<file path="src/rtl/isa_pnp_rom_sequencer_if.sv">
// Signal bundle between the PnP config decoder, the resource ROM and the ROM sequencer.
// The sequencer attaches through the slave modport; the decoder/ROM side uses master.
interface isa_pnp_rom_sequencer_if;
  localparam int unsigned BYTE_W = 8;

  logic              wake;
  logic              isolate_start;
  logic              iso_rd;
  logic              iso_lost;
  logic              res_rd;
  logic [BYTE_W-1:0] rom_addr;
  logic [BYTE_W-1:0] rom_data;
  logic [BYTE_W-1:0] res_data;
  logic              res_ready;
  logic              iso_drive;
  logic [BYTE_W-1:0] iso_data;
  logic              iso_done;
  logic              isolated;
  logic              busy;

  modport master (
    output wake, isolate_start, iso_rd, iso_lost, res_rd, rom_data,
    input  rom_addr, res_data, res_ready, iso_drive, iso_data, iso_done, isolated, busy
  );

  modport slave (
    input  wake, isolate_start, iso_rd, iso_lost, res_rd, rom_data,
    output rom_addr, res_data, res_ready, iso_drive, iso_data, iso_done, isolated, busy
  );
endinterface

</file>
<file path="src/rtl/isa_pnp_rom_sequencer.sv">
// ISA PnP resource ROM sequencer: serial-ID isolation shifter with LFSR checksum,
// and resource-data streamer with computed end-tag checksum.
module isa_pnp_rom_sequencer #(
  parameter logic [7:0] END_TAG_ADDR = 8'h36,
  parameter logic [7:0] LFSR_INIT    = 8'h6A
) (
  input logic                     clk,
  input logic                     rst,
  isa_pnp_rom_sequencer_if.slave  bus
);

  localparam int unsigned ID_BITS = 72;
  localparam int unsigned CNT_W   = 7;
  localparam logic [7:0]  CSUM_ADDR     = 8'h08;
  localparam logic [7:0]  END_CSUM_ADDR = END_TAG_ADDR + 8'd1;
  localparam logic [CNT_W-1:0] LAST_BIT = CNT_W'(ID_BITS - 1);

  typedef enum logic [2:0] {
    SLEEP, ID_FETCH, ISOLATE, RES_FETCH, RES_READY, RES_DONE
  } state_t;

  state_t             state_q, state_d;
  logic               phase_q, phase_d;
  logic [7:0]         addr_q, addr_d;
  logic [CNT_W-1:0]   bit_cnt_q, bit_cnt_d;
  logic [ID_BITS-1:0] sreg_q, sreg_d;
  logic [7:0]         lfsr_q, lfsr_d, lfsr_nx;
  logic [7:0]         sum_q, sum_d;
  logic [7:0]         res_data_q, res_data_d;
  logic               res_ready_q, res_ready_d;
  logic               iso_drive_q, iso_drive_d;
  logic [7:0]         iso_data_q, iso_data_d;
  logic               iso_done_q, iso_done_d;
  logic               isolated_q, isolated_d;
  logic               busy_q, busy_d;

  // Eight unrolled LFSR steps, consuming the byte LSB first.
  function automatic logic [7:0] lfsr_byte(input logic [7:0] seed, input logic [7:0] din);
    logic [7:0] s;
    s = seed;
    for (int i = 0; i < 8; i++) s = {s[0] ^ s[1] ^ din[i], s[7:1]};
    return s;
  endfunction

  assign lfsr_nx = lfsr_byte(lfsr_q, bus.rom_data);

  always_ff @(posedge clk or posedge rst) begin
    if (rst) begin
      state_q     <= SLEEP;
      phase_q     <= 1'b0;
      addr_q      <= 8'h00;
      bit_cnt_q   <= '0;
      sreg_q      <= '0;
      lfsr_q      <= LFSR_INIT;
      sum_q       <= 8'h00;
      res_data_q  <= 8'h00;
      res_ready_q <= 1'b0;
      iso_drive_q <= 1'b0;
      iso_data_q  <= 8'h00;
      iso_done_q  <= 1'b0;
      isolated_q  <= 1'b0;
      busy_q      <= 1'b0;
    end else begin
      state_q     <= state_d;
      phase_q     <= phase_d;
      addr_q      <= addr_d;
      bit_cnt_q   <= bit_cnt_d;
      sreg_q      <= sreg_d;
      lfsr_q      <= lfsr_d;
      sum_q       <= sum_d;
      res_data_q  <= res_data_d;
      res_ready_q <= res_ready_d;
      iso_drive_q <= iso_drive_d;
      iso_data_q  <= iso_data_d;
      iso_done_q  <= iso_done_d;
      isolated_q  <= isolated_d;
      busy_q      <= busy_d;
    end
  end

  // Next state; phase is the fetch ADDR/WAIT step or the isolation bit-pair half.
  always_comb begin
    state_d     = state_q;
    phase_d     = phase_q;
    addr_d      = addr_q;
    bit_cnt_d   = bit_cnt_q;
    sreg_d      = sreg_q;
    lfsr_d      = lfsr_q;
    sum_d       = sum_q;
    res_data_d  = res_data_q;
    res_ready_d = res_ready_q;
    iso_done_d  = 1'b0;
    isolated_d  = isolated_q;

    if (bus.wake) begin
      state_d     = RES_FETCH;
      phase_d     = 1'b0;
      addr_d      = 8'h00;
      lfsr_d      = LFSR_INIT;
      sum_d       = 8'h00;
      res_ready_d = 1'b0;
    end else if (bus.isolate_start) begin
      state_d     = ID_FETCH;
      phase_d     = 1'b0;
      addr_d      = 8'h00;
      bit_cnt_d   = '0;
      lfsr_d      = LFSR_INIT;
      isolated_d  = 1'b0;
      res_ready_d = 1'b0;
    end else begin
      unique case (state_q)
        SLEEP: ;
        ID_FETCH: begin
          if (!phase_q) begin
            phase_d = 1'b1;
          end else begin
            // Bytes enter at the top of the 64-bit ID field so byte 0 ends at bit 0.
            phase_d      = 1'b0;
            sreg_d[63:0] = {bus.rom_data, sreg_q[63:8]};
            lfsr_d       = lfsr_nx;
            if (addr_q[2:0] == 3'd7) begin
              sreg_d[71:64] = lfsr_nx;
              state_d       = ISOLATE;
              bit_cnt_d     = '0;
            end else begin
              addr_d = addr_q + 8'd1;
            end
          end
        end
        ISOLATE: begin
          if (bus.iso_lost) begin
            state_d    = SLEEP;
            isolated_d = 1'b0;
          end else if (bus.iso_rd) begin
            if (!phase_q) begin
              phase_d = 1'b1;
            end else begin
              phase_d = 1'b0;
              sreg_d  = {1'b0, sreg_q[ID_BITS-1:1]};
              if (bit_cnt_q == LAST_BIT) begin
                iso_done_d = 1'b1;
                isolated_d = 1'b1;
                state_d    = SLEEP;
              end else begin
                bit_cnt_d = bit_cnt_q + CNT_W'(1);
              end
            end
          end
        end
        RES_FETCH: begin
          if (!phase_q) begin
            phase_d = 1'b1;
          end else begin
            phase_d     = 1'b0;
            state_d     = RES_READY;
            res_ready_d = 1'b1;
            if (addr_q < CSUM_ADDR) begin
              res_data_d = bus.rom_data;
              lfsr_d     = lfsr_nx;
            end else if (addr_q == CSUM_ADDR) begin
              res_data_d = lfsr_q;
            end else if (addr_q <= END_TAG_ADDR) begin
              res_data_d = bus.rom_data;
              sum_d      = sum_q + bus.rom_data;
            end else begin
              res_data_d = 8'(8'd0 - sum_q);
            end
          end
        end
        RES_READY: begin
          if (bus.res_rd) begin
            addr_d = addr_q + 8'd1;
            if (addr_q == END_CSUM_ADDR) begin
              state_d     = RES_DONE;
              res_ready_d = 1'b1;
              res_data_d  = 8'hFF;
            end else begin
              state_d     = RES_FETCH;
              phase_d     = 1'b0;
              res_ready_d = 1'b0;
            end
          end
        end
        RES_DONE: begin
          res_ready_d = 1'b1;
          res_data_d  = 8'hFF;
        end
        default: state_d = SLEEP;
      endcase
    end

    iso_drive_d = (state_d == ISOLATE) && sreg_d[0];
    iso_data_d  = (state_d != ISOLATE) ? 8'h00 : (phase_d ? 8'hAA : 8'h55);
    busy_d      = (state_d == ID_FETCH) || (state_d == RES_FETCH);
  end

  assign bus.rom_addr  = addr_q;
  assign bus.res_data  = res_data_q;
  assign bus.res_ready = res_ready_q;
  assign bus.iso_drive = iso_drive_q;
  assign bus.iso_data  = iso_data_q;
  assign bus.iso_done  = iso_done_q;
  assign bus.isolated  = isolated_q;
  assign bus.busy      = busy_q;

endmodule

</file>
<file path="src/flat_wrapper.sv">
// flat-port wrapper written by rule: the top's interface ports become plain ports
module isa_pnp_rom_sequencer_flat 
#(
  parameter logic [7:0] END_TAG_ADDR = 8'h36,
  parameter logic [7:0] LFSR_INIT    = 8'h6A
)
  (clk, rst, bus_wake, bus_isolate_start, bus_iso_rd, bus_iso_lost, bus_res_rd, bus_rom_data, bus_rom_addr, bus_res_data, bus_res_ready, bus_iso_drive, bus_iso_data, bus_iso_done, bus_isolated, bus_busy);
  isa_pnp_rom_sequencer_if bus_i ();
  input logic clk;
  input logic rst;
  input wire logic [$bits(bus_i.wake)-1:0] bus_wake;
  input wire logic [$bits(bus_i.isolate_start)-1:0] bus_isolate_start;
  input wire logic [$bits(bus_i.iso_rd)-1:0] bus_iso_rd;
  input wire logic [$bits(bus_i.iso_lost)-1:0] bus_iso_lost;
  input wire logic [$bits(bus_i.res_rd)-1:0] bus_res_rd;
  input wire logic [$bits(bus_i.rom_data)-1:0] bus_rom_data;
  output wire logic [$bits(bus_i.rom_addr)-1:0] bus_rom_addr;
  output wire logic [$bits(bus_i.res_data)-1:0] bus_res_data;
  output wire logic [$bits(bus_i.res_ready)-1:0] bus_res_ready;
  output wire logic [$bits(bus_i.iso_drive)-1:0] bus_iso_drive;
  output wire logic [$bits(bus_i.iso_data)-1:0] bus_iso_data;
  output wire logic [$bits(bus_i.iso_done)-1:0] bus_iso_done;
  output wire logic [$bits(bus_i.isolated)-1:0] bus_isolated;
  output wire logic [$bits(bus_i.busy)-1:0] bus_busy;
  assign bus_i.wake = bus_wake;
  assign bus_i.isolate_start = bus_isolate_start;
  assign bus_i.iso_rd = bus_iso_rd;
  assign bus_i.iso_lost = bus_iso_lost;
  assign bus_i.res_rd = bus_res_rd;
  assign bus_i.rom_data = bus_rom_data;
  assign bus_rom_addr = bus_i.rom_addr;
  assign bus_res_data = bus_i.res_data;
  assign bus_res_ready = bus_i.res_ready;
  assign bus_iso_drive = bus_i.iso_drive;
  assign bus_iso_data = bus_i.iso_data;
  assign bus_iso_done = bus_i.iso_done;
  assign bus_isolated = bus_i.isolated;
  assign bus_busy = bus_i.busy;
  isa_pnp_rom_sequencer #(.END_TAG_ADDR(END_TAG_ADDR), .LFSR_INIT(LFSR_INIT)) u_core (.clk(clk), .rst(rst), .bus(bus_i));
endmodule
</file>
<file path="config.mk">
export PLATFORM = sky130hd
export DESIGN_NAME = isa_pnp_rom_sequencer_flat
export DESIGN_NICKNAME = d
export VERILOG_FILES = /design/src/rtl/isa_pnp_rom_sequencer_if.sv /design/src/rtl/isa_pnp_rom_sequencer.sv /design/src/flat_wrapper.sv
export SDC_FILE = /design/constraint.sdc
export NUM_CORES = 1
export LEC_CHECK = 0
export BUFFER_PORTS_ARGS = -buffer_cell sky130_fd_sc_hd__buf_2
export CELL_PAD_IN_SITES_DETAIL_PLACEMENT = 1
export CELL_PAD_IN_SITES_GLOBAL_PLACEMENT = 2
export CORE_MARGIN = 3
export CORE_UTILIZATION = 40
export CTS_BUF_LIST = sky130_fd_sc_hd__clkbuf_8
export CTS_CLUSTER_SIZE = 8
export DETAILED_ROUTE_END_ITERATION = 8
export MAX_ROUTING_LAYER = met4
export PLACE_DENSITY_LB_ADDON = 0.2
export SYNTH_ARGS = -nofsm -noshare
export SYNTH_HDL_FRONTEND = slang
export SYNTH_SLANG_ARGS = --single-unit
</file>
<file path="constraint.sdc">
create_clock -name clk -period 5.2 [get_ports clk]
set_input_delay 0.78 -clock clk [delete_from_list [all_inputs] [get_ports clk]]
set_output_delay 0.78 -clock clk [all_outputs]
set_load 0.01 [all_outputs]
</file>
==> impl_metrics.json <==
{
  "status": "complete, no violations",
  "grt_max_degree": 129,
  "synth.top_cell.area_share_pct": 46.7,
  "root_buffer": "clkbuf_8",
  "required_ns": 5.47,
  "synth_cells": 665,
  "finalHoldViolCount": 0,
  "drtIter0Drc": 299,
  "synth_cell_type_count": 62,
  "ctsLongestPathBuffers": 2,
  "cts_hold_buf": 0,
  "synth_commonest_cells": "dfrtp_1 (118), nand2_1 (98), o21ai_0 (75), a22oi_1 (64)",
  "ys_seq_area_share_pct": 48.4,
  "maxCapViolCount": 0,
  "start_util_pct": 41.3,
  "synth_flop_cell": "dfrtp_1",
  "cts.sinks": 122,
  "cp-end-kind": "flip-flop",
  "synth.most_common_cell": "dfrtp_1",
  "setup_violations": 0,
  "die_area_um2": 17400,
  "grt_pass1_vias": 5150,
  "power.leakage_nw": 2.98,
  "syn_area_um2": 6320,
  "worstPathCellList": "nand2b_1 -> o21ai_1 -> nand3_4 -> buf_4 -> o21bai_1 -> o221ai_1",
  "period_minus_slack_ns": 2.85,
  "h-tree-depth": 4,
  "finish.instance_area_um2": 6990,
  "drt_wl_total_mm": 16.2,
  "place_area_um2": 6610,
  "skew_ns": 0.00982,
  "fin_cells": 902,
  "synth_seq_cells": 122,
  "die_h_um": 132,
  "grtUsageTotal_pct": 19.9,
  "critPathSlowestCell": "buf_4",
  "pin_count": 44,
  "rsz0062_at_grt": "no",
  "synth.avg_cell_area_um2": 9.51,
  "worst_slew_pin_slew_ns": 1.06,
  "relSlewSlack_pct": 29.6,
  "cts_resized": 0,
  "hpwl_mm": 11.0,
  "cp-start-kind": "flip-flop",
  "cts_tree": "yes",
  "drv_slew": 0,
  "synth-edff-count": 0,
  "period_share_pct": 54.8,
  "syn-num-nets": 693,
  "rows": 45,
  "antenna_found_initial": 0,
  "yosys-top-cells-area": "dfrtp_1 (47%), a22oi_1 (7.6%), o21ai_0 (5.9%)",
  "core_um2": 15300,
  "power.density_nw_per_um2": 293,
  "critPathKind": "reg -> reg",
  "io_buffers": 43,
  "grt_pass1_wl_mm": 27.4,
  "cts_inserted_buffers": 17,
  "crit_family": "compound AO/OA/AOI/OAI gates",
  "async_flop_share_pct": 100,
  "clk_pin_slew_ns": 0.07,
  "yosysWarningCount": 0,
  "cpPeakStageDelay_ns": 0.76,
  "drtPass1Iterations": 4,
  "finalWeightedCongestion": 0.814,
  "viasPerCell": 5.66,
  "wl_per_cell_um": 17.9,
  "drive_gt1_share_pct": 13.7,
  "hold_path.class": "reg -> reg",
  "worstSkewPairLatency_ns": 0.45,
  "max_freq_ghz": 0.351,
  "die_x_um": 132,
  "post_cts_buffers": 0,
  "arrival_ns": 3.12,
  "num_antenna_cells": 0,
  "drc": 0,
  "ant_nets": 0,
  "grt_overflow": 0,
  "final_nets": 707,
  "worstPathMaxFanout": 128,
  "crit_buf_inv": 1,
  "area_growth_syn_to_layout_pct": 10.6,
  "yosysTopAreaCell": "dfrtp_1",
  "placedCellCount": 871,
  "route.vias.total": 5105,
  "peakVddDrop_mv": 0.187,
  "setup_tns_ns": 0
}
[cells in the final DEF, fill, tap and decap left out, types with 3 or more instances in the layout]
master,synthesis,routed
o21bai_1,4,4
nor2b_1,9,9
dfstp_2,4,4
xnor2_1,15,15
a21oi_1,18,18
buf_4,6,5
and3_1,4,4
a22oi_1,64,64
xor2_1,18,18
or2_2,5,5
nand4_1,8,8
a311oi_1,4,4
o21ai_0,75,75
nor3b_1,6,5
dfrtp_1,118,118
inv_1,10,13
o31ai_1,5,5
nor3_1,4,4
a22o_1,7,7
ha_1,12,12
a31oi_1,8,8
clkbuf_8,0,20
or3_1,3,3
mux2i_1,5,5
o22a_1,6,6
and2_1,3,3
o221ai_1,8,8
nand3_1,5,4
buf_2,3,43
mux2_2,3,3
nand2b_1,11,11
clkinv_2,0,3
nand2_1,98,98
nor2_1,38,38
[routing by layer]
| layer | share of wire, % | GRT usage (%) | wire length (um) | up-vias |
|---|---|---|---|---|
| met1 | 50 | 28.1 | 8080 | 2594 |
| met5 | 0 | - | 0 | - |
| met2 | 46 | 29.5 | 7490 | 66 |
| met4 | 0.96 | 5.83 | 155 | 0 |
| li1 | - | - | - | 2431 |
| met3 | 2.8 | 3.64 | 454 | 14 |
[per-stage QoR]
step	hold WS, ns	util [%]	setup slack (ns)	power, W
floorplan	0.446	-	1.18	0.00116
global placement	0.463	43.2	2.19	0.00124
detailed placement	0.477	43.2	2.08	0.00124
CTS	0.495	45.7	2.34	0.00208
global route	0.517	45.7	2.01	0.00215
finish	0.492	45.7	2.35	0.00205
[cell families (layout without fill, tap and decap cells)]
family	count (synthesis)	count (layout)	share of synthesized area (%)
AOI/OAI and AO/OA	223	223	23.5
xor gates and xnor gates	33	33	4.57
muxes	8	8	1.33
buffers and inverters	64	90	4.57
DFF	122	122	48.4
and+or+nand+nor	202	202	15.0
adders and majority gates	13	13	2.69
[worst register-to-register path: cells and delay by family, from the launching register on]
family	cells	cell delay, ns
compound gates	3	0.93
buf+inv	1	0.76
flops	1	0.66
simple gates	2	0.33
[path summary, 6_finish.rpt]
check                                               from  cells after the start                            endpoint  slack (ns)
max reg2reg                  u_core.state_q[0]$_DFF_PP0_                      6       u_core.sreg_q[64]$_DFFE_PP0P_        2.35
min                        u_core.sreg_q[71]$_DFFE_PP0P_                      2       u_core.sreg_q[71]$_DFFE_PP0P_        0.49
max in group asynchronous                            rst                      3  u_core.bus.res_data[6]$_DFFE_PP0P_        3.47
min in group asynchronous                            rst                      2       u_core.bus.iso_done$_DFF_PP0_        0.53
max                          u_core.state_q[0]$_DFF_PP0_                      6       u_core.sreg_q[64]$_DFFE_PP0P_        2.35
min reg2reg                u_core.sreg_q[71]$_DFFE_PP0P_                      2       u_core.sreg_q[71]$_DFFE_PP0P_        0.49
[state kept, by name, indices dropped and copies added, names as in the netlist, 2 cells and up]
name / count
u_core.sum_q: 8
u_core.bus.rom_addr: 8
u_core.sreg_q: 72
u_core.lfsr_q: 8
u_core.bus.iso_data: 2
u_core.bit_cnt_q: 7
u_core.state_q: 3
u_core.bus.res_data: 8
[power breakdown]
group	switching, W	internal, W
Sequential	0.0000355	0.000986
Combinational	0.000122	0.0000762
Clock	0.000375	0.000452
[final cells by class]
type / count / area [um^2]
clock buffers: 20 / 275
fillers: 1750 / 8320
clock inverters: 11 / 106
multi-input cells: 479 / 2990
well taps: 211 / 264
flip-flops and latches: 122 / 3060
inverters: 11 / 43.8
repair buffers: 48 / 253
(Power assumes the default switching activity.)
